--- src/rtl/dpi_stream_sequencer_pkg.sv ---
// Shared widths, default timing and FSM encoding for the DPI stream sequencer.
// Optional statistics counters are enabled with the DPI_SEQ_STATS_EN macro (see top).
package dpi_stream_sequencer_pkg;
    localparam int STREAM_ID_W   = 6;
    localparam int NUM_STREAMS   = 64;
    localparam int BYTE_W        = 8;
    localparam int DEF_NUM_REGEX = 8;
    localparam int DEF_LOAD_GAP  = 2;
    localparam int DEF_DRAIN     = 4;
    localparam int CNT_W         = 8;

    typedef enum logic [2:0] {
        ST_IDLE,
        ST_LOAD,
        ST_GAP,
        ST_STREAM,
        ST_DRAIN,
        ST_EOP,
        ST_RESULT
    } seq_state_t;

    // Down-counter preset for a phase lasting 'cycles' clock cycles (terminates at zero).
    function automatic logic [CNT_W-1:0] cnt_preset(input int cycles);
        return CNT_W'(cycles - 1);
    endfunction
endpackage

--- src/rtl/dpi_stream_sequencer_if.sv ---
// Packet ingress stream from the packet FIFO into the sequencer.
// master = FIFO side (drives bytes), slave = sequencer side (drives ready).
interface dpi_stream_sequencer_if;
    logic                                            pkt_valid;
    logic                                            pkt_ready;
    logic [dpi_stream_sequencer_pkg::BYTE_W-1:0]      pkt_data;
    logic                                            pkt_sop;
    logic                                            pkt_eop;
    logic [dpi_stream_sequencer_pkg::STREAM_ID_W-1:0] pkt_stream_id;

    modport master (
        output pkt_valid, pkt_data, pkt_sop, pkt_eop, pkt_stream_id,
        input  pkt_ready
    );

    modport slave (
        input  pkt_valid, pkt_data, pkt_sop, pkt_eop, pkt_stream_id,
        output pkt_ready
    );
endinterface

--- src/rtl/dpi_stream_sequencer_table.sv ---
// Per-stream regex enable-mask table plus "stream already seen" bitmap.
// A clear and a set of the seen bitmap in the same cycle leave only the set bit.
module dpi_stream_sequencer_table
    import dpi_stream_sequencer_pkg::*;
#(
    parameter int NUM_REGEX = DEF_NUM_REGEX
) (
    input  logic                   clk,
    input  logic                   rst_n,
    input  logic                   i_we,
    input  logic [STREAM_ID_W-1:0] i_wr_id,
    input  logic [NUM_REGEX-1:0]   i_wr_mask,
    input  logic [STREAM_ID_W-1:0] i_rd_id,
    output logic [NUM_REGEX-1:0]   o_rd_mask,
    input  logic [STREAM_ID_W-1:0] i_seen_id,
    output logic                   o_seen,
    input  logic                   i_set_seen,
    input  logic [STREAM_ID_W-1:0] i_set_id,
    input  logic                   i_clear_seen
);
    logic [NUM_REGEX-1:0]   r_mask [NUM_STREAMS];
    logic [NUM_STREAMS-1:0] r_seen;

    // Table writes and seen-bitmap updates; the later set overrides the clear.
    always_ff @(posedge clk) begin
        if (!rst_n) begin
            r_seen <= '0;
            for (int i = 0; i < NUM_STREAMS; i++) begin
                r_mask[i] <= '0;
            end
        end else begin
            if (i_we) begin
                r_mask[i_wr_id] <= i_wr_mask;
            end
            if (i_clear_seen) begin
                r_seen <= '0;
            end
            if (i_set_seen) begin
                r_seen[i_set_id] <= 1'b1;
            end
        end
    end

    assign o_rd_mask = r_mask[i_rd_id];
    assign o_seen    = r_seen[i_seen_id];
endmodule

--- src/rtl/dpi_stream_sequencer.sv ---
// Sequences one packet at a time into the regex wrapper bank:
// load DFA state, stream bytes, drain the DFA pipeline, pulse eop, report fired.
// Optional macro DPI_SEQ_STATS_EN adds stat_pkts/stat_bytes/stat_drops counters.
// LOAD_GAP must be >= 2 and DRAIN >= 1.
module dpi_stream_sequencer
    import dpi_stream_sequencer_pkg::*;
#(
    parameter int NUM_REGEX = DEF_NUM_REGEX,
    parameter int LOAD_GAP  = DEF_LOAD_GAP,
    parameter int DRAIN     = DEF_DRAIN
) (
    input  logic                   clk,
    input  logic                   rst_n,
    dpi_stream_sequencer_if.slave  pkt,
    input  logic                   cfg_we,
    input  logic [STREAM_ID_W-1:0] cfg_stream_id,
    input  logic [NUM_REGEX-1:0]   cfg_enable_mask,
    input  logic                   cfg_clear_seen,
    output logic [STREAM_ID_W-1:0] stream_id,
    output logic                   load_state,
    output logic                   new_stream_id,
    output logic [BYTE_W-1:0]      char_in,
    output logic                   char_in_vld,
    output logic                   eop,
    output logic [NUM_REGEX-1:0]   enable,
    input  logic [NUM_REGEX-1:0]   fired,
    output logic                   result_valid,
    input  logic                   result_ready,
    output logic [STREAM_ID_W-1:0] result_stream_id,
    output logic [NUM_REGEX-1:0]   result_fired,
    output logic                   busy
`ifdef DPI_SEQ_STATS_EN
    ,
    output logic [31:0]            stat_pkts,
    output logic [31:0]            stat_bytes,
    output logic [15:0]            stat_drops
`endif
);
    seq_state_t             r_state;
    logic [CNT_W-1:0]       r_cnt;
    logic [BYTE_W-1:0]      r_held;
    logic                   r_held_eop;
    logic [STREAM_ID_W-1:0] r_stream_id;
    logic                   r_load_state;
    logic                   r_new_stream_id;
    logic [BYTE_W-1:0]      r_char_in;
    logic                   r_char_in_vld;
    logic                   r_eop;
    logic                   r_result_valid;
    logic [STREAM_ID_W-1:0] r_result_stream_id;
    logic [NUM_REGEX-1:0]   r_result_fired;

    logic                   w_pkt_ready;
    logic                   w_accept;
    logic                   w_sop_seen;
    logic                   w_seen;
    logic [NUM_REGEX-1:0]   w_mask;
    logic [NUM_REGEX-1:0]   w_enable;

    // A sop arriving mid-stream is refused so it can open the next packet from IDLE.
    assign w_sop_seen  = pkt.pkt_valid && pkt.pkt_sop;
    assign w_pkt_ready = rst_n && ((r_state == ST_IDLE) ||
                                   ((r_state == ST_STREAM) && !w_sop_seen));
    assign w_accept    = pkt.pkt_valid && w_pkt_ready;
    assign w_enable    = r_eop ? w_mask : '0;

    dpi_stream_sequencer_table #(
        .NUM_REGEX (NUM_REGEX)
    ) u_table (
        .clk          (clk),
        .rst_n        (rst_n),
        .i_we         (cfg_we),
        .i_wr_id      (cfg_stream_id),
        .i_wr_mask    (cfg_enable_mask),
        .i_rd_id      (r_stream_id),
        .o_rd_mask    (w_mask),
        .i_seen_id    (pkt.pkt_stream_id),
        .o_seen       (w_seen),
        .i_set_seen   (r_state == ST_EOP),
        .i_set_id     (r_stream_id),
        .i_clear_seen (cfg_clear_seen)
    );

    // Packet FSM with registered wrapper-side and result-side outputs.
    always_ff @(posedge clk) begin
        if (!rst_n) begin
            r_state            <= ST_IDLE;
            r_cnt              <= '0;
            r_held             <= '0;
            r_held_eop         <= 1'b0;
            r_stream_id        <= '0;
            r_load_state       <= 1'b0;
            r_new_stream_id    <= 1'b0;
            r_char_in          <= '0;
            r_char_in_vld      <= 1'b0;
            r_eop              <= 1'b0;
            r_result_valid     <= 1'b0;
            r_result_stream_id <= '0;
            r_result_fired     <= '0;
        end else begin
            r_load_state <= 1'b0;
            r_eop        <= 1'b0;
            case (r_state)
                ST_IDLE: begin
                    if (w_accept && pkt.pkt_sop) begin
                        r_stream_id     <= pkt.pkt_stream_id;
                        r_held          <= pkt.pkt_data;
                        r_held_eop      <= pkt.pkt_eop;
                        r_new_stream_id <= ~w_seen;
                        r_load_state    <= 1'b1;
                        r_state         <= ST_LOAD;
                    end
                end
                ST_LOAD: begin
                    r_cnt   <= cnt_preset(LOAD_GAP - 1);
                    r_state <= ST_GAP;
                end
                ST_GAP: begin
                    if (r_cnt == '0) begin
                        r_char_in     <= r_held;
                        r_char_in_vld <= 1'b1;
                        if (r_held_eop) begin
                            r_cnt   <= cnt_preset(DRAIN);
                            r_state <= ST_DRAIN;
                        end else begin
                            r_state <= ST_STREAM;
                        end
                    end else begin
                        r_cnt <= r_cnt - CNT_W'(1);
                    end
                end
                ST_STREAM: begin
                    r_char_in_vld <= w_accept;
                    if (w_accept) begin
                        r_char_in <= pkt.pkt_data;
                    end
                    if ((w_accept && pkt.pkt_eop) || w_sop_seen) begin
                        r_cnt   <= cnt_preset(DRAIN);
                        r_state <= ST_DRAIN;
                    end
                end
                ST_DRAIN: begin
                    r_char_in_vld <= 1'b0;
                    if (r_cnt == '0) begin
                        r_eop   <= 1'b1;
                        r_state <= ST_EOP;
                    end else begin
                        r_cnt <= r_cnt - CNT_W'(1);
                    end
                end
                ST_EOP: begin
                    r_result_fired     <= fired & w_enable;
                    r_result_stream_id <= r_stream_id;
                    r_result_valid     <= 1'b1;
                    r_state            <= ST_RESULT;
                end
                ST_RESULT: begin
                    if (result_ready) begin
                        r_result_valid <= 1'b0;
                        r_state        <= ST_IDLE;
                    end
                end
                default: r_state <= ST_IDLE;
            endcase
        end
    end

`ifdef DPI_SEQ_STATS_EN
    logic [31:0] r_stat_pkts;
    logic [31:0] r_stat_bytes;
    logic [15:0] r_stat_drops;

    // Free-running wrap-around counters: completed packets, issued chars, dropped beats.
    always_ff @(posedge clk) begin
        if (!rst_n) begin
            r_stat_pkts  <= '0;
            r_stat_bytes <= '0;
            r_stat_drops <= '0;
        end else begin
            if (r_state == ST_EOP) begin
                r_stat_pkts <= r_stat_pkts + 32'd1;
            end
            if (r_char_in_vld) begin
                r_stat_bytes <= r_stat_bytes + 32'd1;
            end
            if ((r_state == ST_IDLE) && w_accept && !pkt.pkt_sop) begin
                r_stat_drops <= r_stat_drops + 16'd1;
            end
        end
    end

    assign stat_pkts  = r_stat_pkts;
    assign stat_bytes = r_stat_bytes;
    assign stat_drops = r_stat_drops;
`endif

    assign pkt.pkt_ready     = w_pkt_ready;
    assign stream_id         = r_stream_id;
    assign load_state        = r_load_state;
    assign new_stream_id     = r_new_stream_id;
    assign char_in           = r_char_in;
    assign char_in_vld       = r_char_in_vld;
    assign eop               = r_eop;
    assign enable            = w_enable;
    assign result_valid      = r_result_valid;
    assign result_stream_id  = r_result_stream_id;
    assign result_fired      = r_result_fired;
    assign busy              = (r_state != ST_IDLE);
endmodule
--- src/flat_wrapper.sv ---
// flat-port wrapper written by rule: the top's interface ports become plain ports
module dpi_stream_sequencer_flat import dpi_stream_sequencer_pkg::*;
#(
    parameter int NUM_REGEX = DEF_NUM_REGEX,
    parameter int LOAD_GAP  = DEF_LOAD_GAP,
    parameter int DRAIN     = DEF_DRAIN
)
  (clk, rst_n, cfg_we, cfg_stream_id, cfg_enable_mask, cfg_clear_seen, stream_id, load_state, new_stream_id, char_in, char_in_vld, eop, enable, fired, result_valid, result_ready, result_stream_id, result_fired, busy, pkt_pkt_valid, pkt_pkt_data, pkt_pkt_sop, pkt_pkt_eop, pkt_pkt_stream_id, pkt_pkt_ready);
  dpi_stream_sequencer_if pkt_i ();
  input  logic clk;
  input  logic rst_n;
  input  logic cfg_we;
  input  logic [STREAM_ID_W-1:0] cfg_stream_id;
  input  logic [NUM_REGEX-1:0] cfg_enable_mask;
  input  logic cfg_clear_seen;
  output logic [STREAM_ID_W-1:0] stream_id;
  output logic load_state;
  output logic new_stream_id;
  output logic [BYTE_W-1:0] char_in;
  output logic char_in_vld;
  output logic eop;
  output logic [NUM_REGEX-1:0] enable;
  input  logic [NUM_REGEX-1:0] fired;
  output logic result_valid;
  input  logic result_ready;
  output logic [STREAM_ID_W-1:0] result_stream_id;
  output logic [NUM_REGEX-1:0] result_fired;
  output logic busy;
  input wire logic [$bits(pkt_i.pkt_valid)-1:0] pkt_pkt_valid;
  input wire logic [$bits(pkt_i.pkt_data)-1:0] pkt_pkt_data;
  input wire logic [$bits(pkt_i.pkt_sop)-1:0] pkt_pkt_sop;
  input wire logic [$bits(pkt_i.pkt_eop)-1:0] pkt_pkt_eop;
  input wire logic [$bits(pkt_i.pkt_stream_id)-1:0] pkt_pkt_stream_id;
  output wire logic [$bits(pkt_i.pkt_ready)-1:0] pkt_pkt_ready;
  assign pkt_i.pkt_valid = pkt_pkt_valid;
  assign pkt_i.pkt_data = pkt_pkt_data;
  assign pkt_i.pkt_sop = pkt_pkt_sop;
  assign pkt_i.pkt_eop = pkt_pkt_eop;
  assign pkt_i.pkt_stream_id = pkt_pkt_stream_id;
  assign pkt_pkt_ready = pkt_i.pkt_ready;
  dpi_stream_sequencer #(.NUM_REGEX(NUM_REGEX), .LOAD_GAP(LOAD_GAP), .DRAIN(DRAIN)) u_core (.clk(clk), .rst_n(rst_n), .pkt(pkt_i), .cfg_we(cfg_we), .cfg_stream_id(cfg_stream_id), .cfg_enable_mask(cfg_enable_mask), .cfg_clear_seen(cfg_clear_seen), .stream_id(stream_id), .load_state(load_state), .new_stream_id(new_stream_id), .char_in(char_in), .char_in_vld(char_in_vld), .eop(eop), .enable(enable), .fired(fired), .result_valid(result_valid), .result_ready(result_ready), .result_stream_id(result_stream_id), .result_fired(result_fired), .busy(busy));
endmodule
--- config.mk ---
export PLATFORM = sky130hd
export DESIGN_NAME = dpi_stream_sequencer_flat
export DESIGN_NICKNAME = d
export VERILOG_FILES = /design/src/rtl/dpi_stream_sequencer_pkg.sv /design/src/rtl/dpi_stream_sequencer_if.sv /design/src/rtl/dpi_stream_sequencer_table.sv /design/src/rtl/dpi_stream_sequencer.sv /design/src/flat_wrapper.sv
export SDC_FILE = /design/constraint.sdc
export NUM_CORES = 1
export LEC_CHECK = 0
export CAP_MARGIN = 20
export CORE_MARGIN = 8
export CORE_UTILIZATION = 40
export CTS_BUF_LIST = sky130_fd_sc_hd__clkbuf_16
export DETAILED_ROUTE_END_ITERATION = 16
export HOLD_SLACK_MARGIN = 0.15
export PLACE_DENSITY = 0.65
export SLEW_MARGIN = 20
export SYNTH_ARGS = -nofsm -noshare
export SYNTH_HDL_FRONTEND = slang
export SYNTH_SLANG_ARGS = --single-unit
--- constraint.sdc ---
create_clock -name clk -period 5.45 [get_ports clk]
set_input_delay 1.09 -clock clk [delete_from_list [all_inputs] [get_ports clk]]
set_output_delay 1.09 -clock clk [all_outputs]
set_load 0.02 [all_outputs]
Word level (Yosys, flattened, before mapping)
Memory sizes are Yosys's and may differ from the RTL's. A register that Yosys moved wholly into a read port is not among the register bits.
Index checks and enable logic that the tools add are counted.

cells by class
  $add $sub $neg = 1
  $mul = 0
  divide/modulo/power cells = 0
  magnitude comparators = 3
  equal/unequal tests = 14
  shift operators = 0
  muxes and demuxes = 38
  bitwise operators = 3
  reduce and logical (&&, ||, !) cells = 26

operators by type and width
  kind                                                                   number
  64-bit 2-to-1 mux                                                      3
  8-bit 2-to-1 mux                                                       8
  64-bit bitwise OR                                                      1
  8-bit case mux with 4 select lines                                     1
  3-bit case mux with 7 select lines                                     1
  3-bit 2-to-1 mux                                                       6
  6-bit 2-to-1 mux                                                       3
  8-bit case mux with 2 select lines                                     1
  6-bit by 7-bit < comparator with 1-bit output, second input constant   2
  1-bit 2-to-1 mux                                                       11
  2-bit AND reduction                                                    5
  3-bit equality test, second input constant                             3
  8-bit AND                                                              1
  8-bit logical NOT                                                      1
  2-bit != test, second input constant                                   4
  8-bit OR reduction                                                     1
  8-bit by 1-bit subtractor with 8-bit output, second input constant     1
  1-bit logical AND                                                      7
  1-bit binary-select mux with 6-bit select                              1
  1-bit demux with 6-bit select                                          1
  3-bit by 2-bit equality test with 1-bit output, second input constant  2
  6-bit by 1-bit >= comparator with 1-bit output, second input constant  1
  2-bit by 1-bit != test with 1-bit output, second input constant        3
  3-bit nonzero test                                                     2
  13 further kinds                                                       15

word-level totals
  bits in registers = 117
  bits in latches = 0
  bits in writable memories = 512
  memory bits (read-only) = 0
  output and inout port bits = 43
  word-level logic and storage cells = 100
  memories kept = 1

memories
  memory                 words  width  rd ports  clocked after Yosys merged registers in  write ports  RTL line                          text
  u_core.u_table.r_mask  64     8      1         1                                        64           dpi_stream_sequencer_table.sv:21  logic [NUM_REGEX-1:0] r_mask [NUM_STREAMS];

Longest topological paths before layout
  word-level depth = 10
  gate-level depth with buffers = 8
  gate-level depth less buffers = 7

Cells and area by module
Synthesis repeated with hierarchy kept, for this count alone.

second synthesis, totals
  cells, all modules = 2233
  area, all modules = 29450.7 µm²

modules (own cells, without submodules)
  module                      instances  cells an instance  area each (µm²)
  dpi_stream_sequencer_table  1          1926               26852.0
  dpi_stream_sequencer        1          307                2598.7

Least setup slack after synthesis
No wires, ideal clock.

  path type = input to output
  from = in rst_n
  to = out pkt_pkt_ready
  data arrival time = 2.143 ns
  required time = 4.360 ns
  setup slack = 2.217 ns
  cell stages on the path = 4
  path buffers = 2
  cell sequence = clkbuf_1 clkinv_1 clkbuf_1 a21oi_1

on the way
  word-level cells in the longest chain between the ends = 1

ends and longest elaborated chain
  item               RTL line                    text
  from (decl)        flat_wrapper.sv:11          input logic rst_n;
  1-bit logical AND  dpi_stream_sequencer.sv:62  assign w_pkt_ready = rst_n && ((r_state == ST_IDLE) ||
  to (decl)          flat_wrapper.sv:34          output wire logic [$bits(pkt_i.pkt_ready)-1:0] pkt_pkt_ready;

No other way between the ends.

==> summary.md <==
| Metric | Value |
|---|---|
| Worst-skew pair later-pin latency | `0.61 ns` |
| DPL Wire Length | `49,600 um` |
| GRT overflow | `0` |
| # Post-CTS Setup Buffers | `0` |
| CTS tree | `yes` |
| Worst hold path class | `reg2reg` |
| Clock root buffer | `clkbuf_16` |
| Crit-path max FO | `43` |
| WL final | `76,300 um` |
| Max Root-Sink Buffers | `3` |
| Syn_area_per_cell | `13.4 um2` |
| Hold-fix buffers at CTS | `0` |
| M1 WL | `32,300 um` |
| Worst-path cell chain | `buf_4 > mux4_2 > mux2i_1 > a221oi_1 > a22oi_1 > nor2b_1 > clkdlybuf4s50_1` |
| Least-Margin Pin Slew | `1.03 ns` |
| Commonest non-fill, non-tap cell in the layout | `and2_1` |
| Status | `finished clean` |
| Post-synthesis register bit count | `between 600 and 700` |
| Final hold viol count | `0` |
| GRT Total Usage | `18.4%` |
| CTS H-tree lvls | `3` |
| Fill cell count | `6,382` |
| Setup TNS | `0 ns` |
| Fin util | `between 40% and 50%` |
| Synth Instances | `2,179` |
| Share of layout cells above drive strength 1 | `15.2%` |
| Fin. max-slew vios | `0` |
| Pre-Repair DR Iteration Count | `5` |
| Max_cap viols | `0` |
| Drt drc | `0` |
| Clk slew on worst S/H paths | `0.06 ns` |
| Headroom to the max-slew limit | `between 30% and 40%` |
| Placed Area | `0.0312 mm2` |
| Cell area after layout | `0.0335 mm2` |
| Setup Crit Path Kind | `reg2out` |
| Cts bufs inserted | `70` |
| CTS resizes | `0` |
| Final GP Congestion | `0.889` |
| Largest net degree at the start of global routing | `between 70 and 80` |
| Setup WS post-layout | `0.327 ns` |
| DRT iter0 DRCs | `1,662` |
| Initial core utilization | `40.2%` |
| Via density per instance | `5.60` |
| Final std cells w/o fill | `3,264` |
| Yosys warning count | `0` |
| Power per cell area | `329 mW/mm2` |
| Top Metal Used | `met4` |
| CP arrival | `4.03 ns` |
| Most frequent cells in the layout | `and2_1, edfxtp_1, mux4_2` |
| P&R area growth vs syn | `14.6%` |
| Initial antenna violation count | `1` |
| Multi-input gate area | `approximately 0.010 mm2` |
| Final worst path period need | `5.12 ns` |
| Core box area | `0.0726 mm2` |
| Nets | `about 2,300` |
| WL/cell | `23.4 um` |
| Total chip power | `11.0 mW` |
| Fmax | `195 MHz` |
| Routed wl met3 | `roughly 6100 um` |
| Post-synth cell types | `57` |
| Chip height | `roughly 290 um` |
| Placed cells | `3,139` |
| Final Hold Slack | `0.454 ns` |
| Final worst path period share | `94.0%` |
| RSZ-0062 raised after global routing | `false` |
| Vias | `18,300` |
| Final setup violation count | `0` |
| EDFF count, synth | `512` |
| Post-detailed-route count of antenna-violating nets | `0` |
| Buf/Inv on CP | `2` |
| N_diodes | `0` |
| Chip Width | `286 um` |
| Total die area | `0.0819 mm2` |
| IO Pins | `87` |
| Top delay family on crit path | `buffers and inverters` |
| Slowest cell on the critical path | `dfxtp_4` |
| CP required | `4.36 ns` |
| Port Buffer Count | `86` |
| Worst IR drop on VDD | `228 uV` |
| WL met2 | `around 36,000 um` |
| P_leak | `between 10 and 15 nW` |
| CTS sink cnt | `635` |
| Crit end category | `output port` |
| Main flop type after synthesis | `edfxtp_1` |
| Register area share after synthesis | `61.1%` |
| Pre-CTS WS | `around 1.1 ns` |
| Clock skew | `0.0253 ns` |
| Rows | `99` |
| Max incr delay on CP | `0.77 ns` |
| Async set-reset flop share out of synthesis | `0%` |
| Crit path launch type | `register` |
| First-pass GRT wire length | `116,000 um` |
| Vias in the first global route | `18,200` |
| Mapped Area | `0.0292 mm2` |
| Register area | `between 0.015 and 0.02 mm2` |
| Syn_nets | `2,224` |
-- per-layer routing --
metal  vias to the layer above  GRT usage [%]
li1                       8093              -
met1                      9286           25.1
met2                       761           29.2
met3                       123           3.75
met4                         0           6.07
met5                         -              0
-- worst paths after layout --
check	startpoint	end	slack [ns]	cells after the start
worst max-delay path	register	enable[1]	0.33	7
worst min-delay path	u_core.result_fired[0]$_SDFFE_PN0P_	u_core.result_fired[0]$_SDFFE_PN0P_	0.45	2
worst max register to register	register	u_core.result_fired[4]$_SDFFE_PN0P_	2.53	6
worst min register to register	u_core.result_fired[0]$_SDFFE_PN0P_	u_core.result_fired[0]$_SDFFE_PN0P_	0.45	2
-- where the power goes --
part	switching, mW	internal (mW)	leakage, nW
clock network	2.01	2.64	1.15
registers	0.124	5.45	5.86
logic	0.484	0.312	4.10
total	2.61	8.41	11.1
-- cell usage after synthesis, drive strengths merged, types with 15 or more instances --
| cell type | count | area share (%) |
|---|---|---|
| and2 | 576 | 12 |
| nor2b | 15 | 0.32 |
| clkbuf | 110 | 1.4 |
| nor2 | 97 | 1.2 |
| edfxtp | 512 | 53 |
| dfxtp | 123 | 8.4 |
| inv | 73 | 0.94 |
| o22ai | 63 | 1.3 |
| a21oi | 33 | 0.58 |
| nand2 | 75 | 0.96 |
| mux4 | 146 | 11 |
| buf | 58 | 1.0 |
| mux2i | 55 | 1.9 |
| nand3 | 16 | 0.27 |
| a221oi | 31 | 0.93 |
| o21ai | 94 | 1.6 |
-- registers in the layout, summed over array words and instances (netlist names), named ones only --
name	flops
u_core.r_state	3
u_core.result_valid	1
u_core.result_fired	8
u_core.u_table.r_mask	512
u_core.r_held_eop	1
u_core.stream_id	6
u_core.u_table.r_seen	64
u_core.r_held	8
u_core.r_cnt	8
u_core.load_state	1
u_core.eop	1
u_core.new_stream_id	1
u_core.char_in	8
u_core.char_in_vld	1
u_core.result_stream_id	6
-- tightest hold or removal path, delay by kind of cell (launching register included) --
| kind | cells | cell delay (ns) |
|---|---|---|
| flip-flops | 1 | 0.32 |
| AND/OR/NAND/NOR | 1 | 0.04 |
| AO/OA/AOI/OAI | 1 | 0.05 |
-- cells by family (layout without fill, tap and decap cells) --
kind of cell / after synthesis / count (layout) / share of synthesized area, %
AND/OR/NAND/NOR: 837 / 837 / 16.6
flip-flops: 635 / 635 / 61.1
AO/OA/AOI/OAI: 260 / 260 / 5.64
buffers and inverters: 243 / 369 / 3.40
multiplexers: 203 / 203 / 13.2
adder cells (fa/ha/maj): 1 / 1 / 0.0428
-- cell type report --
type,count,area share (%)
multi-input cells,1301,31.0
well taps,959,3.59
clock inverters,54,1.47
inverters,75,0.842
flip-flops and latches,635,53.4
repair buffers,169,4.44
clock buffers,71,5.31
Note: power is estimated with default switching activity, not from simulation.
